`src/rtl/btb_pkg.sv`:
```
// Shared BTB definitions: 2-bit predictor counter type, its named states and
// saturating step helpers. The entry struct itself depends on PC_W and the
// BTB depth, so it is declared inside btb_dm where those parameters are known.
package btb_pkg;

    typedef logic [1:0] ctr_t;

    localparam ctr_t STRONG_NT = 2'b00;
    localparam ctr_t WEAK_NT   = 2'b01;
    localparam ctr_t WEAK_T    = 2'b10;
    localparam ctr_t STRONG_T  = 2'b11;

    function automatic ctr_t ctr_inc(input ctr_t c);
        return (c == STRONG_T) ? c : c + 2'b01;
    endfunction

    function automatic ctr_t ctr_dec(input ctr_t c);
        return (c == STRONG_NT) ? c : c - 2'b01;
    endfunction

endpackage

```
`src/rtl/btb_dm.sv`:
```
// Direct-mapped branch target buffer with a 2-bit saturating counter per entry.
// Ports:
//   CLK, nRST          clock / async active-low reset
//   lookup_pc          fetch address to predict for (combinational lookup)
//   hit_taken          entry hits and its counter says taken
//   hit_target         stored target of the indexed entry
//   upd_valid/pc/target/taken  training strobe from branch resolution
module btb_dm
    import btb_pkg::*;
#(
    parameter int unsigned PC_W        = 32,
    parameter int unsigned BTB_ENTRIES = 16,
    parameter int unsigned BTB_IDX_W   = $clog2(BTB_ENTRIES)
) (
    input  logic            CLK,
    input  logic            nRST,
    input  logic [PC_W-1:0] lookup_pc,
    output logic            hit_taken,
    output logic [PC_W-1:0] hit_target,
    input  logic            upd_valid,
    input  logic [PC_W-1:0] upd_pc,
    input  logic [PC_W-1:0] upd_target,
    input  logic            upd_taken
);
    localparam int unsigned TAG_W = PC_W - BTB_IDX_W - 2;

    typedef struct packed {
        logic            valid;
        logic [TAG_W-1:0] tag;
        logic [PC_W-1:0] target;
        ctr_t            ctr;
    } btb_entry_t;

    localparam btb_entry_t RESET_ENTRY = '{valid: 1'b0, tag: '0, target: '0, ctr: WEAK_NT};

    btb_entry_t [BTB_ENTRIES-1:0] entries_q;

    logic [BTB_IDX_W-1:0] lookup_idx, upd_idx;
    logic [TAG_W-1:0]     lookup_tag, upd_tag;
    btb_entry_t           rd_entry, upd_old, upd_entry;
    logic                 upd_hit, upd_we;

    // Byte-offset bits never take part in indexing or tagging.
    logic unused_offset;
    assign unused_offset = ^{lookup_pc[1:0], upd_pc[1:0]};

    assign lookup_idx = lookup_pc[BTB_IDX_W+1:2];
    assign lookup_tag = lookup_pc[PC_W-1:BTB_IDX_W+2];
    assign upd_idx    = upd_pc[BTB_IDX_W+1:2];
    assign upd_tag    = upd_pc[PC_W-1:BTB_IDX_W+2];

    // Lookup reads the registered array, so a same-cycle update is not seen yet.
    assign rd_entry   = entries_q[lookup_idx];
    assign hit_taken  = rd_entry.valid && (rd_entry.tag == lookup_tag) && rd_entry.ctr[1];
    assign hit_target = rd_entry.target;

    assign upd_old = entries_q[upd_idx];
    assign upd_hit = upd_old.valid && (upd_old.tag == upd_tag);

    always_comb begin
        upd_we    = 1'b0;
        upd_entry = upd_old;
        if (upd_valid) begin
            if (upd_hit) begin
                upd_we = 1'b1;
                if (upd_taken) begin
                    upd_entry.ctr    = ctr_inc(upd_old.ctr);
                    upd_entry.target = upd_target;
                end else begin
                    upd_entry.ctr = ctr_dec(upd_old.ctr);
                end
            end else if (upd_taken) begin
                // Allocation evicts whatever aliases to this index.
                upd_we           = 1'b1;
                upd_entry.valid  = 1'b1;
                upd_entry.tag    = upd_tag;
                upd_entry.target = upd_target;
                upd_entry.ctr    = WEAK_T;
            end
        end
    end

    always_ff @(posedge CLK or negedge nRST) begin
        if (!nRST) begin
            entries_q <= {BTB_ENTRIES{RESET_ENTRY}};
        end else if (upd_we) begin
            entries_q[upd_idx] <= upd_entry;
        end
    end

endmodule

```
`src/rtl/pc_predict.sv`:
```
// Fetch-stage program counter with BTB-based next-PC prediction.
// Ports:
//   CLK, nRST                 clock / async active-low reset
//   ihit, stall               advance enable (ihit) and hazard hold (stall)
//   redirect, redirect_addr   correction from a later stage; highest priority
//   upd_*                     BTB training from branch resolution
//   imemaddr                  current fetch address (pc register)
//   npc                       pc + 4 (wraps)
//   pred_taken, pred_target   prediction for the current fetch
module pc_predict #(
    parameter logic [31:0] PC_INIT     = 32'd0,
    parameter int unsigned PC_W        = 32,
    parameter int unsigned BTB_ENTRIES = 16,
    parameter int unsigned BTB_IDX_W   = $clog2(BTB_ENTRIES)
) (
    input  logic            CLK,
    input  logic            nRST,
    input  logic            ihit,
    input  logic            stall,
    input  logic            redirect,
    input  logic [PC_W-1:0] redirect_addr,
    input  logic            upd_valid,
    input  logic [PC_W-1:0] upd_pc,
    input  logic [PC_W-1:0] upd_target,
    input  logic            upd_taken,
    output logic [PC_W-1:0] imemaddr,
    output logic [PC_W-1:0] npc,
    output logic            pred_taken,
    output logic [PC_W-1:0] pred_target
);
    localparam logic [PC_W-1:0] PC_RST = PC_W'(PC_INIT);

    logic [PC_W-1:0] pc_q, pc_d;
    logic [PC_W-1:0] btb_target;

    btb_dm #(
        .PC_W        (PC_W),
        .BTB_ENTRIES (BTB_ENTRIES),
        .BTB_IDX_W   (BTB_IDX_W)
    ) u_btb (
        .CLK        (CLK),
        .nRST       (nRST),
        .lookup_pc  (pc_q),
        .hit_taken  (pred_taken),
        .hit_target (btb_target),
        .upd_valid  (upd_valid),
        .upd_pc     (upd_pc),
        .upd_target (upd_target),
        .upd_taken  (upd_taken)
    );

    assign imemaddr    = pc_q;
    assign npc         = pc_q + PC_W'(4);
    assign pred_target = pred_taken ? btb_target : npc;

    always_comb begin
        pc_d = pc_q;
        if (redirect) begin
            pc_d = redirect_addr;
        end else if (ihit && !stall) begin
            pc_d = pred_target;
        end
    end

    always_ff @(posedge CLK or negedge nRST) begin
        if (!nRST) begin
            pc_q <= PC_RST;
        end else begin
            pc_q <= pc_d;
        end
    end

endmodule
```
`config.mk`:
```
export PLATFORM = sky130hd
export DESIGN_NAME = pc_predict
export DESIGN_NICKNAME = d
export VERILOG_FILES = /design/src/rtl/btb_pkg.sv /design/src/rtl/btb_dm.sv /design/src/rtl/pc_predict.sv
export SDC_FILE = /design/constraint.sdc
export NUM_CORES = 2
export LEC_CHECK = 0
export CAP_MARGIN = 20
export CELL_PAD_IN_SITES_DETAIL_PLACEMENT = 2
export CELL_PAD_IN_SITES_GLOBAL_PLACEMENT = 2
export CORE_ASPECT_RATIO = 0.75
export CORE_MARGIN = 5
export CORE_UTILIZATION = 33
export CTS_CLUSTER_SIZE = 14
export DETAILED_ROUTE_END_ITERATION = 12
export GPL_TIMING_DRIVEN = 0
export PLACE_DENSITY = 0.67
export SETUP_SLACK_MARGIN = 0.02
export SYNTH_ARGS = -nofsm -noshare
export SYNTH_HDL_FRONTEND = slang
export SYNTH_SLANG_ARGS = --single-unit
```
`constraint.sdc`:
```
create_clock -name CLK -period 11.9 [get_ports CLK]
set_input_delay 2.38 -clock CLK [delete_from_list [all_inputs] [get_ports CLK]]
set_output_delay 2.38 -clock CLK [all_outputs]
set_load 0.01 [all_outputs]
```
[Word level (Yosys, flattened, before mapping)]
Cells that the tools add are included.
Cells by class
  div/mod/pow operators: 0
  $mul: 0
  magnitude comparators: 3
  bitwise gates (word level): 0
  shifts and indexed selects: 0
  mux-type cells: 21
  equality and inequality tests: 3
  reductions and logical operators: 8
  add/sub/neg operators: 3
Operator list (number)
  976-bit bitwise mux: 1
  61-bit binary-select mux with 4-bit select: 2
  61-bit two-way mux: 5
  61-bit demux with 4-bit select: 1
  32-bit two-way mux: 4
  26-bit equality test: 2
  34-bit two-way mux: 1
  32-bit by 3-bit adder with 32-bit output, second input constant: 1
  27-bit two-way mux: 1
  4-bit by 5-bit < comparator with 1-bit output, second input constant: 2
  2-bit two-way mux: 3
  1-bit logical AND: 5
  4-bit by 1-bit >= comparator with 1-bit output, second input constant: 1
  1-bit two-way mux: 3
  2-bit by 1-bit adder with 2-bit output, second input constant: 1
  2-bit equality test, second input constant: 1
  2-bit zero test: 1
  2-bit nonzero test: 1
  2-bit by 1-bit subtractor with 2-bit output, second input constant: 1
  1-bit zero test: 1
Storage, ports and cells
  input bits: 103
  memory bits (read-only): 0
  memories kept: 0
  bits in writable memories: 0
  latch bits: 0
  output and inout port bits: 97
  bits in registers: 1008

[Logic depth before layout (Yosys ltp)]
  word-level depth: 8
  gate-level depth with buffers: 19
  gate-level depth less buffers: 10

[Hierarchy]
Synthesis repeated with hierarchy kept, for this count alone.
Unflattened totals
  cell total of the unflattened synthesis: 4423
  area, all modules: 56267.7 sq um
By module, submodules not included
  btb_dm: times used 1, cells each 4056, seq. area each 24443.4 sq um, area an instance 53306.1 sq um
  pc_predict: times used 1, cells each 367, seq. area each 800.8 sq um, area an instance 2961.6 sq um

[Least setup slack after synthesis]
Ideal clock, no wire load.
  kind: register -> output
  from: register pc_q[3] (netlist: imemaddr[3])
  to: output pred_target[23]
  data arrival time: 4.115 ns
  slack: 5.405 ns
  required time: 9.520 ns
  cell stages (with the launch flop): 19
  cell sequence: dfrtp_1 buf_2 buf_4 buf_6 buf_2 buf_1 buf_1 mux4_2 mux4_2 xnor2_1 nand4_1 or3_1 clkbuf_1 or2_1 buf_6 clkinv_4 buf_4 nor2_1 nor2_1
On the way
  longest elaborated chain between the ends: 6
  elaborated cells between the ends (all ways): 7
RTL lines
  start: declaration: RTL line pc_predict.sv:33  | logic [PC_W-1:0] pc_q, pc_d;
  start signal: assignment: RTL line pc_predict.sv:69  | pc_q <= pc_d;
  61-bit binary-select mux with 4-bit select *: RTL line btb_dm.sv:53  | assign rd_entry = entries_q[lookup_idx];
  61-bit two-way mux (implied by the code) *: RTL line btb_dm.sv:53
  26-bit equality test: RTL line btb_dm.sv:54  | assign hit_taken = rd_entry.valid && (rd_entry.tag == lookup_tag) && rd_entry.ctr[1];
  1-bit logical AND: RTL line btb_dm.sv:54
  1-bit logical AND *: RTL line btb_dm.sv:54
  via pred_taken: RTL line pc_predict.sv:28  | output logic pred_taken,
  32-bit two-way mux *: RTL line pc_predict.sv:54  | assign pred_target = pred_taken ? btb_target : npc;
  end: declaration: RTL line pc_predict.sv:29  | output logic [PC_W-1:0] pred_target
Mark *: on every way through the listed nets, which the timed path passes. The rest lies on a longest branch. The select of a mux whose other input is x is not followed.

[Final worst setup path]
  from: register pc_q[3] (netlist: imemaddr[3])
  to: output pred_target[20]
On the way
  longest elaborated chain between the ends: 6
  elaborated cells between the ends (all ways): 7
RTL lines (RTL line)
  61-bit binary-select mux with 4-bit select: btb_dm.sv:53
  61-bit two-way mux (implied by the code): btb_dm.sv:53
  26-bit equality test: btb_dm.sv:54
  1-bit logical AND (2 in a row): btb_dm.sv:54
  32-bit two-way mux *: pc_predict.sv:54
Mark *: on every way between the ends. The rest lies on a longest branch, timed or not. The select of a mux whose other input is x is not followed.

==> summary.md <==
| Metric | Value |
|---|---|
| Worst EP required | 9.52 ns |
| Avg WL per Cell | 39.0 µm |
| Pint | 7.33 mW |
| Nature of the critical path startpoint | register |
| Mapped Cells | 3815 |
| R2R Path Start | imemaddr[3] |
| Clk slew on worst S/H paths | 0.06 ns |
| H-tree lvl count | 3 |
| Total Power | 10.8 mW |
| Nets@finish | 4296 |
| #FFs+latches synth | 1008 |
| Slew Viols, Final | 0 |
| Seq pwr share | 0.406 |
| Core ar. | 0.170 mm² |
| Fillers | 16734 |
| Die height | 368 µm |
| Max VDD drop | 0.113 mV |
| Hold path start | u_btb.entries_q[487] |
| Slowest-stage cell, CP | mux2i_1 |
| # rows | 131 |
| Post-CTS Setup Bufs | 0 |
| Post-synth EDFFs | 0 |
| GRT Total Usage | 0.282 |
| Minimum clock period | 11.19 ns |
| Commonest register cell after synthesis | dfrtp_1 |
| Hold Buf Count CTS | 0 |
| Outcome | finished, final reports clean |
| Crit path cell chain | buf_2 > buf_4 > buf_6 > buf_2 > buf_1 > buf_8 > buf_2 > mux2i_1 > mux2i_1 > xor2_1 > or4_1 > or3_1 > clkbuf_1 > or2_1 > buf_6 > clkinv_4 > buf_6 > nor2_1 > nor2_1 > clkdlybuf4s50_1 |
| Top Ports | 200 |
| Power share of the combinational group | 0.249 |
| Fin. Hold Viols | 0 |
| CP Data Arrival Time | 8.81 ns |
| Setup violations, final | 0 |
| Root Buffer | clkbuf_16 |
| Dpl ws | 1.64 ns |
| Maxcap violations | 0 |
| CTS tree | done |
| Critical path class | reg -> out |
| PD cells | 163 mW/mm² |
| Final setup margin | 0.715 ns |
| Setup TNS | 0 ns |
| Wire length on met1 | 111000 µm |
| Crit-path max cell delay | 0.76 ns |
| Placed Cells | 6327 |
| Clock latency on the worst-skew pair | 0.78 ns |
| Crit path max fanout | 10 |
| Via count | 40499 |
| Drt drc | 0 |
| Worst Skew | 0.0465 ns |
| FF-to-FF End | imemaddr[4] |
| Final Routed Wirelength | 255000 µm |
| Initial Utilization | 0.332 |
| Post-synthesis sequential area ratio | 0.448 |
| Bufs on Longest Clock Path | 3 |
| Switching pwr | 3.45 mW |
| Slew headroom | 0.107 |
| R2R setup slack | 4.69 ns |
| Top sig layer | met5 |
| FF-to-FF path depth | 17 |
| Detailed Route Iter0 Violations | 4387 |
| Routed wl met2 | 111000 µm |
| Final Cycle Share | 0.940 |
| Unique masters post-synth | 67 |
| Worst hold slack | 0.500 ns |
| Clock Power Share | 0.345 |
| Post-Layout Cell Count | 6548 |
| DR vias/cell | 6.18 |
| Placed Area | 0.0620 mm² |
| DRT antenna net count | 0 |
| Vias in the first global route | 43257 |
| RSZ-0062 raised after global routing | no |
| Worst-margin pin slew | 1.34 ns |
| Async SR Flop Fraction | 1.00 |
| Metal3 WL | 21200 µm |
| Hold Crit Class | reg -> reg |
| Design area | 0.0660 mm² |
| DIE AREA | 0.179 mm² |
| First-pass GRT wire length | 358000 µm |
| Layout cells sized above 1 | 0.459 |
| Post-CTS resize count | 0 |
| Switching Share | 0.320 |
| Net Count, Synth | 3919 |
| Placer Congestion | 0.940 |
| GR Overflow Total | 0 |
| # port buffers | 195 |
| Total CTS buffers | 111 |
| Largest net degree at the start of global routing | 167 |
| DP HPWL | 184000 µm |
| Area Growth Syn to Fin | 17.3% |
| Initial antenna violation count | 13 |
| CP Capture Type | output pin |
| Hold worst-path end | u_btb.entries_q[487] |
| Die width | 487 µm |
| Cell depth of the worst hold path | 1 |
| Max Freq | 89.4 MHz |
| First drt pass iteration count | 5 |
| Synth Warn # | 0 |
| Cell area after synthesis | 0.0563 mm² |
| Core Util, Final | 0.389 |
| Syn Area/Cell | 14.8 µm² |
| Leak pwr | 28.7 nW |
| Clk sinks | 1008 |
==> logic make-up (layout without fill, tap and decap cells) <==
| group | after synthesis | after routing | share of synthesized area |
|---|---|---|---|
| mux | 1684 | 1684 | 0.443 |
| flops | 1008 | 1008 | 0.448 |
| simple gates | 409 | 409 | 0.0348 |
| buf+inv | 408 | 876 | 0.0333 |
| compound gates | 229 | 229 | 0.0286 |
| xor+xnor | 76 | 76 | 0.0118 |
| fa+ha+maj | 1 | 1 | 0.000222 |
| other cells | 0 | 4 | 0 |
==> worst max-delay path: cells and delay by family, from the launching register on <==
family,cells,cell delay (ns)
XOR/XNOR,1,0.14
flip-flops,1,0.54
multiplexers,2,0.96
buffers and inverters,12,4.35
AND/OR/NAND/NOR,5,1.96
==> cell usage in the layout, fill, tap and decap left out, drive strengths merged, types with 6 or more instances in the layout <==
| master | instances |
|---|---|
| mux2 | 1048 |
| dfrtp | 992 |
| mux4 | 540 |
| clkbuf | 371 |
| buf | 245 |
| clkdlybuf4s50 | 194 |
| nor2 | 128 |
| mux2i | 96 |
| nand2 | 85 |
| xnor2 | 51 |
| nand3 | 49 |
| a21oi | 43 |
| o21ai | 36 |
| inv | 33 |
| nor3 | 26 |
| xor2 | 25 |
| clkinv | 24 |
| and3 | 23 |
| a221oi | 22 |
| a31oi | 21 |
| and2 | 20 |
| o22ai | 18 |
| nand4 | 16 |
| nand2b | 16 |
| dfstp | 16 |
| or2 | 16 |
| a2bb2oi | 15 |
| nor2b | 10 |
| a22oi | 9 |
| o22a | 9 |
| bufinv | 9 |
| a32oi | 8 |
| a211oi | 6 |
| or3 | 6 |
==> state kept, by name, summed over array words and instances, names as in the netlist <==
register	cells
u_btb.entries_q	976
imemaddr	32
==> metal layers <==
metal	vias to the layer above	GRT usage
met5	-	0
met4	4	0.118
met3	420	0.0698
met2	1816	0.414
met1	22774	0.399
li1	15485	-
==> power by group through the flow <==
stage | combinational [mW] | clock, mW | sequential, mW
2_1_floorplan | 1.61 | 0 | 4.22
3_3_place_gp | 2.51 | 0 | 4.38
3_5_place_dp | 2.62 | 0 | 4.40
4_1_cts | 2.64 | 3.78 | 4.35
5_1_grt | 2.79 | 3.93 | 4.42
6_report | 2.68 | 3.72 | 4.37
==> worst max-delay path by stage <==
stage / startpoint / end
final: imemaddr[3] / pred_target[20]
after global routing: imemaddr[3] / pred_target[27]
after CTS: imemaddr[3] / pred_target[22]
after detailed placement: imemaddr[3] / pred_target[22]
after global placement: nRST / u_btb.entries_q[623]
after floorplan: imemaddr[3] / pred_target[23]
==> synthesized netlist by cell type (all sizes together) (6+ instances only) <==
master	number	area, µm²
and3	23	144
dfstp	16	420
nor3	26	130
nand3	49	245
xnor2	51	447
and2	20	125
nor2	128	480
mux4	540	12200
o21ai	36	180
a31oi	21	131
a32oi	8	70.1
nand2b	16	100
mux2	1048	11800
nand4	16	100
nor2b	10	62.6
a221oi	22	193
inv	30	113
a211oi	6	45.0
o22ai	18	113
a2bb2oi	15	131
buf	175	996
a22oi	9	67.6
o22a	9	78.8
clkbuf	200	751
nand2	85	319
or2	16	100
dfrtp	992	24800
mux2i	96	961
a21oi	43	215
or3	6	37.5
xor2	25	219
==> final cells by class <==
cell class	count	area [µm²]	share of cell area
antenna	4	10.0	0.000152
buffer	375	1770	0.0268
clock buffer	171	3350	0.0508
clock inverter	33	492	0.00745
inverter	33	129	0.00195
multi-input combinational	2399	29200	0.442
sequential	1008	25200	0.382
tap	2261	2830	0.0428
timing repair buffer	264	3020	0.0458
Power figures use the tool's default switching activity.
